===== config.mk =====
export PLATFORM = sky130hd
export DESIGN_NAME = run_controller
export DESIGN_NICKNAME = d
export VERILOG_FILES = /design/src/rtl/run_ctrl_pkg.sv /design/src/rtl/pulse_timer.sv /design/src/rtl/run_controller.sv
export SDC_FILE = /design/constraint.sdc
export NUM_CORES = 1
export LEC_CHECK = 0
export CAP_MARGIN = 20
export CORE_MARGIN = 5
export CORE_UTILIZATION = 46
export DETAILED_ROUTE_END_ITERATION = 8
export MAX_ROUTING_LAYER = met4
export PLACE_DENSITY = 0.74
export SETUP_SLACK_MARGIN = 0.02
export SLEW_MARGIN = 20
export SYNTH_ARGS = -nofsm -noshare
export SYNTH_HDL_FRONTEND = slang
export SYNTH_SLANG_ARGS = --single-unit

===== constraint.sdc =====
create_clock -name Clk -period 2.2 [get_ports Clk]
set_input_delay 0.44 -clock Clk [delete_from_list [all_inputs] [get_ports Clk]]
set_output_delay 0.44 -clock Clk [all_outputs]
set_load 0.005 [all_outputs]

===== src/rtl/run_ctrl_pkg.sv =====
// Shared state encoding and width constants for the CPU run controller.
package run_ctrl_pkg;

  localparam int STATE_W = 3;

  typedef enum logic [STATE_W-1:0] {
    ST_IDLE  = 3'd0,
    ST_RESET = 3'd1,
    ST_RUN   = 3'd2,
    ST_STEP  = 3'd3,
    ST_HALT  = 3'd4
  } run_state_e;

endpackage


===== src/rtl/pulse_timer.sv =====
// Down-counter that times the core reset pulse; done is high on the last RESET clock.
module pulse_timer #(
  parameter int RST_CYCLES = 2
) (
  input  logic clk,
  input  logic rst_n,
  input  logic load,
  output logic done
);

  logic [7:0] cnt;

  // Loading RST_CYCLES-1 makes done assert in the final cycle of the pulse.
  always_ff @(posedge clk or negedge rst_n) begin
    if (!rst_n) begin
      cnt <= '0;
    end else if (load) begin
      cnt <= 8'(RST_CYCLES - 1);
    end else if (cnt != '0) begin
      cnt <= cnt - 8'd1;
    end
  end

  assign done = (cnt == '0);

endmodule


===== src/rtl/run_controller.sv =====
// Sequences reset, run, single-step and halt for a group of CPU cores,
// with an enabled-cycle counter and an optional cycle breakpoint.
module run_controller
  import run_ctrl_pkg::*;
#(
  parameter int NUM_CORES  = 1,
  parameter int RST_CYCLES = 2,
  parameter int CNT_W      = 32
) (
  input  logic                 Clk,
  input  logic                 Reset,
  input  logic                 Start,
  input  logic                 Stop,
  input  logic                 Step,
  input  logic                 Soft_rst,
  input  logic                 Step_mode,
  input  logic [NUM_CORES-1:0] Core_mask,
  input  logic                 Brk_en,
  input  logic [CNT_W-1:0]     Brk_cycle,
  output logic [NUM_CORES-1:0] Core_reset,
  output logic [NUM_CORES-1:0] Core_enable,
  output logic [CNT_W-1:0]     Cycle_count,
  output logic [STATE_W-1:0]   State,
  output logic                 Brk_hit
);

  localparam logic [CNT_W-1:0] CNT_ONE = CNT_W'(1);

  run_state_e           state_q, state_d;
  logic [NUM_CORES-1:0] mask_q;
  logic [CNT_W-1:0]     count_q;
  logic                 brk_q;
  logic                 enter_reset, set_brk, clr_brk;
  logic                 timer_done, brk_match, brk_zero;

  pulse_timer #(.RST_CYCLES(RST_CYCLES)) u_timer (
    .clk   (Clk),
    .rst_n (Reset),
    .load  (enter_reset),
    .done  (timer_done)
  );

  // The count increments on the same edge, so it lands exactly on Brk_cycle.
  assign brk_match = Brk_en && (count_q == (Brk_cycle - CNT_ONE));
  assign brk_zero  = Brk_en && (Brk_cycle == '0);

  always_comb begin
    state_d     = state_q;
    enter_reset = 1'b0;
    set_brk     = 1'b0;
    clr_brk     = 1'b0;
    if (Soft_rst && state_q != ST_IDLE) begin
      state_d     = ST_RESET;
      enter_reset = 1'b1;
    end else begin
      case (state_q)
        ST_IDLE: begin
          if (Start) begin
            state_d     = ST_RESET;
            enter_reset = 1'b1;
          end
        end
        ST_RESET: begin
          if (timer_done) begin
            if (Step_mode || brk_zero) begin
              state_d = ST_HALT;
              set_brk = brk_zero;
            end else begin
              state_d = ST_RUN;
            end
          end
        end
        ST_RUN: begin
          if (Stop) begin
            state_d = ST_HALT;
          end else if (brk_match) begin
            state_d = ST_HALT;
            set_brk = 1'b1;
          end
        end
        ST_STEP: state_d = ST_HALT;
        ST_HALT: begin
          if (Start) begin
            state_d = ST_RUN;
            clr_brk = 1'b1;
          end else if (Step) begin
            state_d = ST_STEP;
          end
        end
        default: state_d = ST_IDLE;
      endcase
    end
  end

  always_ff @(posedge Clk or negedge Reset) begin
    if (!Reset) begin
      state_q <= ST_IDLE;
      mask_q  <= '0;
      count_q <= '0;
      brk_q   <= 1'b0;
    end else begin
      state_q <= state_d;
      if (enter_reset) begin
        mask_q  <= Core_mask;
        count_q <= '0;
        brk_q   <= 1'b0;
      end else begin
        if (state_q == ST_RUN || state_q == ST_STEP) begin
          count_q <= count_q + CNT_ONE;
        end
        if (set_brk) begin
          brk_q <= 1'b1;
        end else if (clr_brk) begin
          brk_q <= 1'b0;
        end
      end
    end
  end

  assign Core_reset  = (state_q == ST_IDLE || state_q == ST_RESET) ? '1 : ~mask_q;
  assign Core_enable = (state_q == ST_RUN || state_q == ST_STEP) ? mask_q : '0;
  assign Cycle_count = count_q;
  assign State       = state_q;
  assign Brk_hit     = brk_q;

endmodule


==> flow_summary.ini <==
[worst_setup_path]
crit_top_cell = buf_4
max_stage_delay_ns = 0.37
crit_fanout = 4
critPathKind = primary input to flop
crit_slowest_cell = or3_1
startpoint_type = primary input
path_cells = buf_4 > buf_6 > nor4_4 > buf_4 > nand4_1 > or3_1 > a32oi_2 > a21oi_2 > nor3_4 > and2_4 > o22ai_2
cp.required_ns = 2.39
end_kind = flop
crit_arrival_ns = 2.57

[die]
num_rows = 31
coreArea_um2 = 7292
io_pins = 79
die_area_um2 = 9355
die_w_um = 96.72
initial_core_util_pct = 47.44
die_h_um = 96.72

[sta]
fmaxAchievable_mhz = 419.8
period_minus_slack_ns = 2.382
setup_viol = 3
hold_violations = 0
setup_slack_ns = -0.1822
fin_skew_ns = 0.005604
max_slew_margin_pct = 69.07
tightest_slew_ns = 0.4575
fin_crit_sh_pct = 108.3
maxSlewViolCount = 0
rsz0062_at_grt = true

[detailed_routing]
wl_mm = 11.72
drc = 0
initialDrtViolationCount = 169
drtAntennaViolNets = 0
wl_per_cell_um = 17.15
num_vias = 3802
detail_route.first_pass.iterations = 4
viasPerCell = 5.567

[synthesis]
syn_area_per_cell_um2 = 8.542
postSynth.asyncResetShare_pct = 100.0
yosys.area_share.adder_pct = 1.447
yosys_warnings = 0
synth_top_family_by_area = simple AND/OR/NAND/NOR gates
synth_mux_area_share_pct = 0.9042
ys_ff_latch = 45
synth_cells = 405
synth_ff_type = dfrtp_1
synthSimpleGateAreaFrac_pct = 34.07
synth_nets = 450
yosysUniqueCellTypes = 58
synth_compound_area_share_pct = 10.81
ys_seq_area_share_pct = 32.55
synth_edf_count = 0
synth_xor_area_share_pct = 17.72
syn_area_um2 = 3460

[final_layout]
nNetsFinal = 629
antenna_cells = 0
drive_above_1_share_pct = 30.82
design_area_um2 = 5430
multi_input_area_um2 = 2469
syn_to_final_growth_pct = 56.96
layout_commonest_cell = buf_4
final_cell_mix = buf_4, nor2_1, clkdlybuf4s50_1
nFillCells = 529
regArea_um2 = 1127

[pwr]
p_sw_share_pct = 35.05
power_density_nw_per_um2 = 447.8
power_frac_clock_pct = 21.7
leakagePower_nw = 2.306
p_int_w = 0.001579
switchingPower_w = 0.0008522
seqPwrFrac_pct = 40.7
irDropWorstVdd_v = 0.0004612
power_frac_comb_pct = 37.6

[status]
outcome = complete, but fails checks
violations = negative setup slack

[global_route]
grt_start_max_net_pins = 42
track_usage_pct = 24.67
overflow = 0
grt_pass1_vias = 3929
grt_pass1_wl_mm = 18.82
antenna_found_initial = 0

[worst_hold_path]
min_path_type = primary input to async pin

[clock_tree]
cts-root-buf = clkbuf_8
cts_buffers = 5
clockBufferDepth = 2
path_clk_slew_ns = 0.09
cts_tree = done
numClockSinks = 45
htree_num_levels = 2
insertion_delay_ns = 0.30

[job]
max_cap_violations = 0

[placed_design]
preCtsSetupSlack_ns = -0.9817
place.gp.congestion = 0.8782
io_buffer_count = 78
dp_hpwl_mm = 8.362
place_area_um2 = 4979
[through the flow]
| step | setup TNS [ns] | hold WS (ns) | power [W] | util [%] | instances |
|---|---|---|---|---|---|
| 2_1_floorplan | -0.4360 | 0.1444 | 0.001484 | - | 405 |
| 3_3_place_gp | -2.593 | 0.3728 | 0.001855 | 68.27 | 653 |
| 3_5_place_dp | -2.724 | 0.3728 | 0.001873 | 68.27 | 653 |
| 4_1_cts | -0.2971 | 0.04471 | 0.002411 | 72.20 | 675 |
| 5_1_grt | -0.7679 | 0.05147 | 0.002577 | 74.47 | 683 |
| 6_report | -0.4217 | 0.04526 | 0.002431 | 74.47 | 683 |
[registers in the layout, summed over array words and instances, names as in the netlist]
name         flops
Cycle_count     32
u_timer.cnt      8
State            3
Brk_hit          1
mask_q           1
[critical path, delay by kind of cell]
family | cells | cell delay, ns
AND/OR/NAND/NOR | 5 | 1.26
buffers and inverters | 3 | 0.44
AO/OA/AOI/OAI | 3 | 0.42
[path summary, 6_finish.rpt]
path,startpoint,to,slack [ns],depth (start not counted)
worst max-delay path,Brk_cycle[7],State[1],-0.18,11
worst min-delay path,Reset,Cycle_count[9],0.05,1
worst max register to register,Cycle_count[25],State[1],-0.06,8
worst min register to register,mask_q,mask_q,0.52,1
max in group asynchronous,Reset,State[2],1.57,2
min in group Clk,mask_q,mask_q,0.52,1
[power by group through the flow]
stage                     combinational, W  clock [W]  sequential, W
after floorplan                   0.000498          0       0.000986
after CTS                         0.000891   0.000534       0.000985
after global placement            0.000857          0       0.000998
final                             0.000914   0.000529       0.000989
after global routing               0.00101   0.000571       0.000999
after detailed placement          0.000874          0       0.000999
[routing by layer]
layer | up-vias | wire [µm] | part of all wire (%) | track usage [%]
met5 | - | 0 | 0 | -
met4 | 0 | 298 | 2.5 | 7.991
met3 | 30 | 631 | 5.4 | 4.532
met2 | 116 | 6071 | 52 | 43.37
met1 | 1840 | 4714 | 40 | 28.36
li1 | 1816 | - | - | -
[synth_stat cells (all sizes together), types with 2 or more instances]
library cell  number  area (µm²)
and4               7       61.31
xnor2             35       306.5
a211o              3       26.28
or3                7       43.79
xor2              35       306.5
nand4             11       68.82
nor2b              2       12.51
nor4              13       151.4
o22ai              4       25.02
nand3b             6       45.04
nand4b             5       43.79
ha                 4       50.05
dfrtp             45        1126
inv                9       33.78
buf                3       15.01
o21a               3       22.52
a32oi              2       17.52
a41oi              3       26.28
o21ai              9       45.04
a31oi              2       12.51
nand2             26       97.59
a31o               2       17.52
nor3              15       85.08
a21oi             17       85.08
or4                2       18.77
and3               8       50.05
mux2i              2       20.02
nand3             18       95.09
nor2              64       240.2
nor3b              4       46.29
and2               8       50.05
nand2b             4       25.02
clkbuf            10       37.54
[timing repair]
item	4_1_cts	5_1_grt
endpoints found under the setup margin	3	6
hold endpoints to repair	0	0
resized for setup	95	27
pin swaps	34	23
buffers inserted	15	8
hold buffers	0	0
[cell families after synthesis]
logic type | count (synthesis)
muxes | 3
DFF | 45
adders and majority gates | 4
and+or+nand+nor | 205
buffers and inverters | 22
xor gates and xnor gates | 70
AOI/OAI and AO/OA | 56
[cell type report]
| class | instances | area share (%) |
|---|---|---|
| Inverter | 9 | 0.6221 |
| Tap cell | 99 | 2.281 |
| Multi-Input combinational cell | 338 | 45.46 |
| Clock inverter | 2 | 0.2995 |
| Timing Repair Buffer | 185 | 29.31 |
| Clock buffer | 5 | 1.267 |
| Sequential cell | 45 | 20.76 |
Power figures use the tool's default switching activity.
